**config.mk**
```make
export PLATFORM = sky130hd
export DESIGN_NAME = vga_sync_decoder
export DESIGN_NICKNAME = d
export VERILOG_FILES = /design/src/rtl/vga_sync_decoder.sv
export SDC_FILE = /design/constraint.sdc
export NUM_CORES = 1
export LEC_CHECK = 0
export CORE_MARGIN = 4
export CORE_UTILIZATION = 60
export DETAILED_ROUTE_END_ITERATION = 8
export GPL_TIMING_DRIVEN = 0
export PLACE_DENSITY_LB_ADDON = 0.12
export SLEW_MARGIN = 20
export SYNTH_ARGS = -nofsm -noshare
export SYNTH_HDL_FRONTEND = slang
export SYNTH_SLANG_ARGS = --single-unit
```
**constraint.sdc**
```tcl
create_clock -name clk -period 4 [get_ports clk]
set_input_delay 0.8 -clock clk [delete_from_list [all_inputs] [get_ports clk]]
set_output_delay 0.8 -clock clk [all_outputs]
set_load 0.02 [all_outputs]
```
**src/rtl/vga_sync_decoder.sv**
```systemverilog
// Receive-side VGA timing recovery: rebuilds column/row counters from raw
// hsync/vsync leading edges and supervises lock with error reporting.
module vga_sync_decoder #(
    parameter int   H_TOTAL      = 800,
    parameter int   H_ACTIVE     = 640,
    parameter int   H_SYNC_START = 656,
    parameter int   V_TOTAL      = 525,
    parameter int   V_ACTIVE     = 480,
    parameter int   V_SYNC_START = 490,
    parameter logic SYNC_POL     = 1'b0,
    parameter int   LOCK_FRAMES  = 2
) (
    input  logic        clk,
    input  logic        reset,
    input  logic        hsync_in,
    input  logic        vsync_in,
    output logic [15:0] h_pos,
    output logic [15:0] v_pos,
    output logic        active,
    output logic        frame_start,
    output logic        locked,
    output logic        sync_err,
    output logic [7:0]  err_count,
    output logic [1:0]  fsm_state
);

    localparam logic [15:0] H_LAST   = 16'(H_TOTAL - 1);
    localparam logic [15:0] H_SYNC   = 16'(H_SYNC_START);
    localparam logic [15:0] H_PRE    = 16'(H_SYNC_START - 1);
    localparam logic [15:0] H_ACT    = 16'(H_ACTIVE);
    localparam logic [15:0] V_LAST   = 16'(V_TOTAL - 1);
    localparam logic [15:0] V_SYNC   = 16'(V_SYNC_START);
    localparam logic [15:0] V_PRE    = 16'(V_SYNC_START - 1);
    localparam logic [15:0] V_ACT    = 16'(V_ACTIVE);
    localparam logic [15:0] WD_LIMIT = 16'(2 * H_TOTAL);
    localparam logic [15:0] WD_LAST  = 16'(2 * H_TOTAL - 1);
    localparam logic [7:0]  GOOD_TGT = 8'(LOCK_FRAMES);

    typedef enum logic [1:0] {
        ST_UNLOCKED = 2'd0,
        ST_ACQUIRE  = 2'd1,
        ST_LOCKED   = 2'd2
    } state_t;

    state_t      state;
    state_t      state_nxt;
    logic [7:0]  good;
    logic [7:0]  good_nxt;
    logic        hs1;
    logic        hs2;
    logic        vs1;
    logic        vs2;
    logic        h_edge;
    logic        v_edge;
    logic [15:0] h_nxt;
    logic [15:0] v_nxt;
    logic [15:0] wd_cnt;
    logic [15:0] wd_nxt;
    logic        wd_fire;
    logic        h_bad;
    logic        v_bad;
    logic        err;

    assign h_edge    = (hs1 == SYNC_POL) && (hs2 != SYNC_POL);
    assign v_edge    = (vs1 == SYNC_POL) && (vs2 != SYNC_POL);
    assign fsm_state = state;

    // h_pos/v_pos are the recovered counters themselves; edges override wrap.
    always_comb begin
        h_nxt = (h_pos == H_LAST) ? 16'd0 : h_pos + 16'd1;
        if (h_edge) begin
            h_nxt = H_SYNC;
        end
        v_nxt = v_pos;
        if (h_pos == H_LAST) begin
            v_nxt = (v_pos == V_LAST) ? 16'd0 : v_pos + 16'd1;
        end
        if (v_edge) begin
            v_nxt = V_SYNC;
        end
    end

    // Watchdog saturates after firing once so a dead link reports a single error.
    always_comb begin
        wd_nxt  = wd_cnt;
        wd_fire = !h_edge && (wd_cnt == WD_LAST);
        if (h_edge) begin
            wd_nxt = 16'd0;
        end else if (wd_cnt != WD_LIMIT) begin
            wd_nxt = wd_cnt + 16'd1;
        end
    end

    assign h_bad = h_edge && (h_pos != H_PRE);
    assign v_bad = v_edge && !((h_pos == H_LAST) && (v_pos == V_PRE));
    assign err   = (state != ST_UNLOCKED) && (h_bad || v_bad || wd_fire);

    always_comb begin
        state_nxt = state;
        good_nxt  = good;
        if (err) begin
            state_nxt = ST_UNLOCKED;
        end else begin
            case (state)
                ST_UNLOCKED: begin
                    if (v_edge) begin
                        state_nxt = ST_ACQUIRE;
                        good_nxt  = 8'd0;
                    end
                end
                ST_ACQUIRE: begin
                    if (v_edge) begin
                        good_nxt = good + 8'd1;
                        if (good_nxt >= GOOD_TGT) begin
                            state_nxt = ST_LOCKED;
                        end
                    end
                end
                ST_LOCKED: begin
                    state_nxt = ST_LOCKED;
                end
                default: begin
                    state_nxt = ST_UNLOCKED;
                end
            endcase
        end
    end

    always_ff @(posedge clk or negedge reset) begin
        if (!reset) begin
            state <= ST_UNLOCKED;
            good  <= 8'd0;
        end else begin
            state <= state_nxt;
            good  <= good_nxt;
        end
    end

    always_ff @(posedge clk or negedge reset) begin
        if (!reset) begin
            hs1         <= ~SYNC_POL;
            hs2         <= ~SYNC_POL;
            vs1         <= ~SYNC_POL;
            vs2         <= ~SYNC_POL;
            h_pos       <= 16'd0;
            v_pos       <= 16'd0;
            wd_cnt      <= 16'd0;
            locked      <= 1'b0;
            active      <= 1'b0;
            frame_start <= 1'b0;
            sync_err    <= 1'b0;
            err_count   <= 8'd0;
        end else begin
            hs1         <= hsync_in;
            hs2         <= hs1;
            vs1         <= vsync_in;
            vs2         <= vs1;
            h_pos       <= h_nxt;
            v_pos       <= v_nxt;
            wd_cnt      <= wd_nxt;
            // Qualifiers use the current state so they line up with locked.
            locked      <= (state == ST_LOCKED);
            active      <= (state == ST_LOCKED) && (h_nxt < H_ACT) && (v_nxt < V_ACT);
            frame_start <= (state == ST_LOCKED) && (h_nxt == 16'd0) && (v_nxt == 16'd0);
            sync_err    <= err;
            if (err && (err_count != 8'hFF)) begin
                err_count <= err_count + 8'd1;
            end
        end
    end

endmodule

```
== After elaboration in Yosys (flattened, before gate mapping) ==
Index checks and enable logic that the tools add are counted.
Storage, ports and cells
  register bits after elaboration: 74
  input port bits: 4
  logic and storage cells: 78
Cells by class
  $add $sub $neg: 5
  $lt $le $gt $ge: 3
  equal/unequal tests: 14
  multiplexer cells: 15
  bitwise logic cells: 3
  reduce and logical (&&, ||, !) cells: 24
Operators with widths (number)
  two-way mux 16 bit: 7
  adder 16 x 1 -> 16 bit (second input constant): 3
  == test 16 x 10 -> 1 bit (second input constant): 2
  logical NOT 16 bit: 2
  adder 8 x 1 -> 8 bit (second input constant): 2
  == test 16 x 11 -> 1 bit (second input constant): 1
  == test 16 x 9 -> 1 bit (second input constant): 1
  less-than comparator 16 x 10 -> 1 bit (second input constant): 1
  less-than comparator 16 x 9 -> 1 bit (second input constant): 1
  two-way mux 8 bit: 2
  inequality test 16 x 10 -> 1 bit (second input constant): 1
  inequality test 16 x 11 -> 1 bit (second input constant): 1
  one-hot mux 8 bit (2 select lines): 1
  logical AND 1 bit: 12
  inequality test 3 bit (second input constant): 3
  >= comparator 8 x 2 -> 1 bit (second input constant): 1
  two-way mux 2 bit: 4
  inequality test 8 bit (second input constant): 1
  one-hot mux 2 bit (3 select lines): 1
  nonzero test 2 bit: 3
  inequality test 2 bit (second input constant): 2
  AND reduction 4 bit: 1
  inverter 1 bit: 3
  AND reduction 3 bit: 1
  5 further kinds: 7

== Longest topological paths before layout ==
Gate-level depths: netlist of run 1.
  depth after elaboration: 9
  mapped depth: 10

== Worst setup path before layout of run 1 ==
OpenSTA, ideal clock, no wires.
  path type: reg-to-reg
  start: register h_pos[1]
  end: register frame_start
  library setup time: 96 ps
  data arrival time: 2471 ps
  slack: 1433 ps
  cell stages (with the launch flop): 11
  path buffers: 2
  clock period less this slack: 2567 ps
  path through: dfrtp_1 -> ha_1 -> and3_1 -> buf_2 -> nand4_2 -> buf_6 -> nor3_1 -> xnor2_1 -> nand2_1 -> or4_1 -> nor4_2
On the way
  elaborated cells on any way between the ends: 10
RTL lines
  from (decl): RTL line 17  | output logic [15:0] h_pos,
  from (signal assigned): RTL line 158  | h_pos <= h_nxt;
  == test 16 x 10 -> 1 bit: RTL line 75  | if (h_pos == H_LAST) begin
  two-way mux 16 bit: RTL line 75
  two-way mux 16 bit: RTL line 78  | if (v_edge) begin
  named net v_nxt[8]: RTL line 56  | logic [15:0] v_nxt;
  logical NOT 16 bit: RTL line 164  | frame_start <= (state == ST_LOCKED) && (h_nxt == 16'd0) && (v_nxt == 16'd0);
  logical AND 1 bit: RTL line 164
  to (signal assigned): RTL line 164
  to (decl): RTL line 20  | output logic frame_start,
The timed path passes the listed nets, and every way through them passes these cells.
A chain may end at the register's enable or synchronous reset.

== Worst setup path in the final report of run 1 ==
  start: register h_pos[0]
  end: register frame_start
Same word-level chain as after synthesis.

==> impl_metrics.toml, run 1 <==
[sta]
period_share = 0.690
hold_viol = 0
grt_setup_unrepaired = "false"
finalSetupTns_ns = 0
clock_skew_ns = 0.00985
period_needed_ns = 2.76
tightest_slew_ns = 0.606
fmax_ghz = 0.362
slew_violations = 0
finalSetupViolCount = 0
max-slew-margin-rel = 0.593

[clocking]
post-cts-setup-buffers = 0
cts_hold_buf = 0
cts-root-buf = "clkbuf_8"
htreeDepth = 3
clkLatencyLatePin_ns = 0.35
cts_tree = "done"
cts_resized = 0
cts_buffers = 9
path_clk_slew_ns = 0.08
clk_path_buf_depth = 2
clkSinkCount = 74

[synthesis]
synth_edf_count = 0
async_flop_share = 1.00
yosys_warnings = 0
synth_flop_cell = "dfrtp_1"
syn-mean-instance-area_um2 = 9.78
syn_nets = 453
synth_top_cell_area_share = 0.411
yosysSeqAreaShare = 0.436
yosysTopAreaCell = "dfrtp_1"
synth-seq-cells = 74
synth_area_mm2 = 0.00426
syn_inst = 436
synthTopCellsByArea = "dfrtp_1 41%, xnor2_1 5.3%, nor2_1 4.2%, xor2_1 3.9%, ha_1 3.8%"
ys_types = 62

[placement]
place_area_mm2 = 0.00490
place_congestion = 0.893
portBuffers = 49
dpl.cell_count = 582
post-dp-hpwl_um = 6610

[worst_setup_path]
worstPathRequired_ns = 4.26
arrival_ns = 3.02
reg2reg_slack_ns = 1.24
cp-start-kind = "register"
worstSetupEndpointType = "register"
critPathMaxFanout = 10
crit_type = "register to register"

[routing]
wl_met1_um = 4160
dr_total_vias = 3521
wl_met2_um = 4280
wirelength_um = 9160
drt_iter0_markers = 144
drc = 0
final_antenna_net_count = 0
dr.max_layer_used = "met4"
wl_met3_um = 560
first_pass_iters = 4
routedWlPerCell_um = 15.4
vias_per_cell = 5.90

[layout]
num_antenna_cells = 0
fin_nets = 514
area_growth_pct = 18.9
final_cell_mix = "70 x dfrtp_1, 48 x nor2_1, 48 x clkdlybuf4s50_1"
final_cells = 597
final_common_cell = "dfrtp_1"
design_area_mm2 = 0.00507
final_util = 0.742
layout-drive-gt1-share = 0.108

[pwr]
max-vdd-ir-drop_uv = 231
powerDensity_mw_per_mm2 = 401
p_leak_nw = 2.09

[global_route]
grt_util_all_layers = 0.231
grt_pass1_vias = 3468
antenna_found_initial = 0
grt_start_max_net_pins = 53
overflow = 0
grt_pass1_wl_um = 15900

[worst_hold_path]
hp-class = "input pin to asynchronous set/reset pin"

[status]
status = "finished clean"

[die]
die-area_mm2 = 0.00852
dieWidth_um = 92.3
fp.dieH_um = 92.3
coreArea_mm2 = 0.00683
initial_core_util = 0.624
ios = 50
rows = 30

[job]
drv_cap = 0
==> cell type report <==
class / instances / area [um2]
inverters: 13 / 48.8
clock buffers: 10 / 138
plain buffers: 17 / 103
well taps: 96 / 120
flip-flops and latches: 74 / 1860
repair buffers: 50 / 515
clock inverters: 5 / 31.3
fillers: 523 / 1760
multi-input cells: 332 / 2250
==> power by group <==
group          internal, mW  leakage [nW]  switching, mW
sequential            0.834         0.948         0.0928
combinational         0.264          1.05          0.322
clock                 0.236        0.0879          0.282
total                  1.33          2.09          0.697
==> metrics by stage <==
step / setup slack [ns] / power, mW / hold slack, ns
CTS: 1.26 / 2.05 / 0.336
floorplan: 1.43 / 1.30 / 0.358
finish: 1.24 / 2.03 / 0.333
global placement: -0.374 / 1.49 / 0.362
detailed placement: 1.30 / 1.53 / 0.366
global route: 1.02 / 2.15 / 0.336
==> cells in the mapped netlist (3+ instances only) <==
cell type / instances
or3_1: 5
nor4b_1: 3
dfrtp_1: 70
nor2_1: 48
nand3_1: 31
and4_1: 6
nor2b_1: 4
a21oi_1: 8
nand2b_1: 4
xnor2_1: 26
dfstp_2: 4
inv_1: 13
nor3_1: 14
nand4_1: 18
o31ai_1: 7
buf_2: 7
buf_6: 4
and2_1: 6
ha_1: 13
or4_1: 4
nand2_1: 31
clkbuf_1: 5
xor2_1: 19
o21ai_0: 12
nor4b_2: 3
a31oi_1: 6
and3_1: 17
nor4_1: 5
a31o_2: 3
==> metal layers <==
layer,up-vias,track usage
li1,1702,-
met1,1689,0.301
met2,115,0.377
met3,15,0.0544
met4,0,0.0879
met5,-,0
==> path summary, 6_finish.rpt <==
check                          from  cells past startpoint           end
setup / recovery           h_pos[0]                     10   frame_start
setup reg to reg           h_pos[0]                     10   frame_start
min in group clk                hs1                      0           hs2
hold reg to reg                 hs1                      0           hs2
hold / removal                reset                      1  err_count[5]
max in group asynchronous     reset                      2           hs2
==> logic make-up (layout without fill, tap and decap cells) <==
group | count (synthesis) | in the layout | share of synthesized area
mux | 4 | 4 | 0.00998
flops | 74 | 74 | 0.436
compound gates | 57 | 57 | 0.102
simple gates | 213 | 213 | 0.287
xor+xnor | 45 | 45 | 0.0925
fa+ha+maj | 13 | 13 | 0.0382
buf+inv | 30 | 95 | 0.0355
==> registers in the layout (all words and copies together), names as in the netlist, 2 cells and up <==
| signal | flops |
|---|---|
| v_pos | 16 |
| fsm_state | 2 |
| wd_cnt | 16 |
| err_count | 8 |
| good | 8 |
| h_pos | 16 |
==> worst max-delay path, stage by stage (launching register included) <==
cell and delay, ns:
dfrtp_1 0.45, ha_1 0.27, and3_1 0.17, buf_2 0.21, nand4_2 0.15, buf_6 0.19
nor3_1 0.24, xnor2_1 0.15, nand2_1 0.12, or4_1 0.56, nor4_2 0.16
(Power assumes the default switching activity.)
==> run 2, diff against run 1 <==
- CORE_UTILIZATION: 60 -> 56
- clock period: 4 -> 2.57 ns (I/O delays scaled with it)
==> run 2 against run 1 <==
Compared with the run above: critical path depth is 4 lower; via count is 1.9% higher; clock-buffer cell count rose by 2; global-route usage shrank 0.67 points; final cell count increased by 2.5%; non-clock buffer count is 11 higher; clock power increased by 97%; design area up 3.8%; clock skew grew 0.00052 ns; first-iteration DRC count decreased by 4.9%; routed wire length is 5.7% higher.
==> impl_metrics.toml, run 2 (same netlist as run 1, synthesis figures left out) <==
[job]
drv_cap = 0

[die]
initial_core_util = 0.581
dieWidth_um = 95.2
die-area_mm2 = 0.00907
coreArea_mm2 = 0.00733
fp.dieH_um = 95.2
ios = 50
rows = 31

[layout]
final_cell_mix = "65 x dfrtp_1, 48 x nor2_1, 48 x clkdlybuf4s50_1"
multi_input_area_mm2 = 0.00230
seq_area_mm2 = 0.00186
design_area_mm2 = 0.00526
reg_top3 = "h_pos: 16 flops, v_pos: 16 flops, wd_cnt: 16 flops"
area_growth_pct = 23.4
final_common_cell = "dfrtp_1"
fillCellCount = 547
num_antenna_cells = 0
fin_nets = 525
layout-drive-gt1-share = 0.152
final_cells = 612

[global_route]
grt_pass1_wl_um = 16100
grt_util_all_layers = 0.225
antenna_found_initial = 0
overflow = 0
grt_pass1_vias = 3425
grt_start_max_net_pins = 41

[routing]
first_pass_iters = 5
drt_iter0_markers = 137
final_antenna_net_count = 0
routedWlPerCell_um = 15.8
dr_total_vias = 3587
wirelength_um = 9690
drc = 0
vias_per_cell = 5.86

[sta]
hold_viol = 0
tightest_slew_ns = 0.570
fmax_ghz = 0.395
grt_setup_unrepaired = "true"
period_needed_ns = 2.53
max-slew-margin-rel = 0.617
worst_slack_ns = 0.0393
clock_skew_ns = 0.0104
finalSetupViolCount = 0
fin_hold_ws_ns = 0.107
period_share = 0.985
slew_violations = 0

[clocking]
clkLatencyLatePin_ns = 0.34
clk_path_buf_depth = 2
cts_buffers = 9
htreeDepth = 3
clkSinkCount = 74
cts_tree = "done"
path_clk_slew_ns = 0.08
cts_hold_buf = 0
cts-root-buf = "clkbuf_8"

[worst_setup_path]
arrival_ns = 2.77
worstSetupEndpoint = "err_count[1]"
worstSetupEndpointType = "register"
reg2reg_slack_ns = 0.04
critPathMaxFanout = 5
slowest_stage = "or4_4"
r2r-start = "wd_cnt[11]"
crit_chain = "nor4b_2, nand4_1, or4_4, a311oi_4, buf_4, mux2_2"
max_stage_delay_ns = 0.58
r2r_cells = 6
startpoint = "wd_cnt[11]"
worstPathRequired_ns = 2.81
cp-start-kind = "register"
timing.rr.end = "err_count[1]"
crit_type = "register to register"

[placement]
place_ws_ns = -0.169
dpl.cell_count = 585
portBuffers = 49
place_congestion = 0.863
post-dp-hpwl_um = 6700
place_area_mm2 = 0.00489

[status]
status = "finished clean"

[pwr]
max-vdd-ir-drop_uv = 482
p_leak_nw = 2.14
power_mw = 3.45
powerDensity_mw_per_mm2 = 657

[worst_hold_path]
hp-class = "input pin to asynchronous set/reset pin"
-- run 2: repair_timing --
| action | in CTS | in global routing |
|---|---|---|
| cloned | 0 | 0 |
| setup buffers | 2 | 10 |
| pin swaps | 2 | 5 |
| endpoints found under the setup margin | 9 | 12 |
| gates resized for setup | 8 | 10 |
-- run 2: power breakdown --
group	total [mW]	switching, mW	internal (mW)
sequential	1.44	0.143	1.30
clock	1.02	0.443	0.575
combinational	0.993	0.520	0.473
total	3.45	1.11	2.35
-- run 2: final cells by class --
cell class,count,share of cell area
Timing Repair Buffer,62,0.114
Buffer,16,0.0193
Tap cell,99,0.0235
Multi-Input combinational cell,332,0.438
Clock buffer,12,0.0276
Clock inverter,4,0.0143
Sequential cell,74,0.354
Inverter,13,0.00928
-- run 2: stage by stage --
step           TNS, ns   util
6_report             0  0.718
5_1_grt        -0.0803  0.718
4_1_cts        -0.0422  0.705
3_5_place_dp    -0.449  0.668
3_3_place_gp   -109.89  0.665
2_1_floorplan        0      -
-- run 2: how the worst min path moves through the flow --
stage                           end   from
after global routing      v_pos[10]  reset
final                     v_pos[10]  reset
after CTS                 v_pos[10]  reset
after detailed placement        hs2    hs1
after global placement          hs2    hs1
after floorplan              active  reset
-- run 2: metal layers --
layer | vias to the layer above | track usage | part of all wire
met5 | - | 0 | 0
met4 | 0 | 0.0637 | 0.0093
met3 | 8 | 0.0458 | 0.041
met2 | 96 | 0.371 | 0.49
met1 | 1753 | 0.300 | 0.46
li1 | 1730 | - | -
-- run 2: worst max-delay path: cells and delay by family (launching register included) --
family                 cells  cell delay, ns
AOI/OAI and AO/OA          1            0.40
buffers and inverters      1            0.18
DFF                        1            0.43
muxes                      1            0.32
and+or+nand+nor            3            1.09
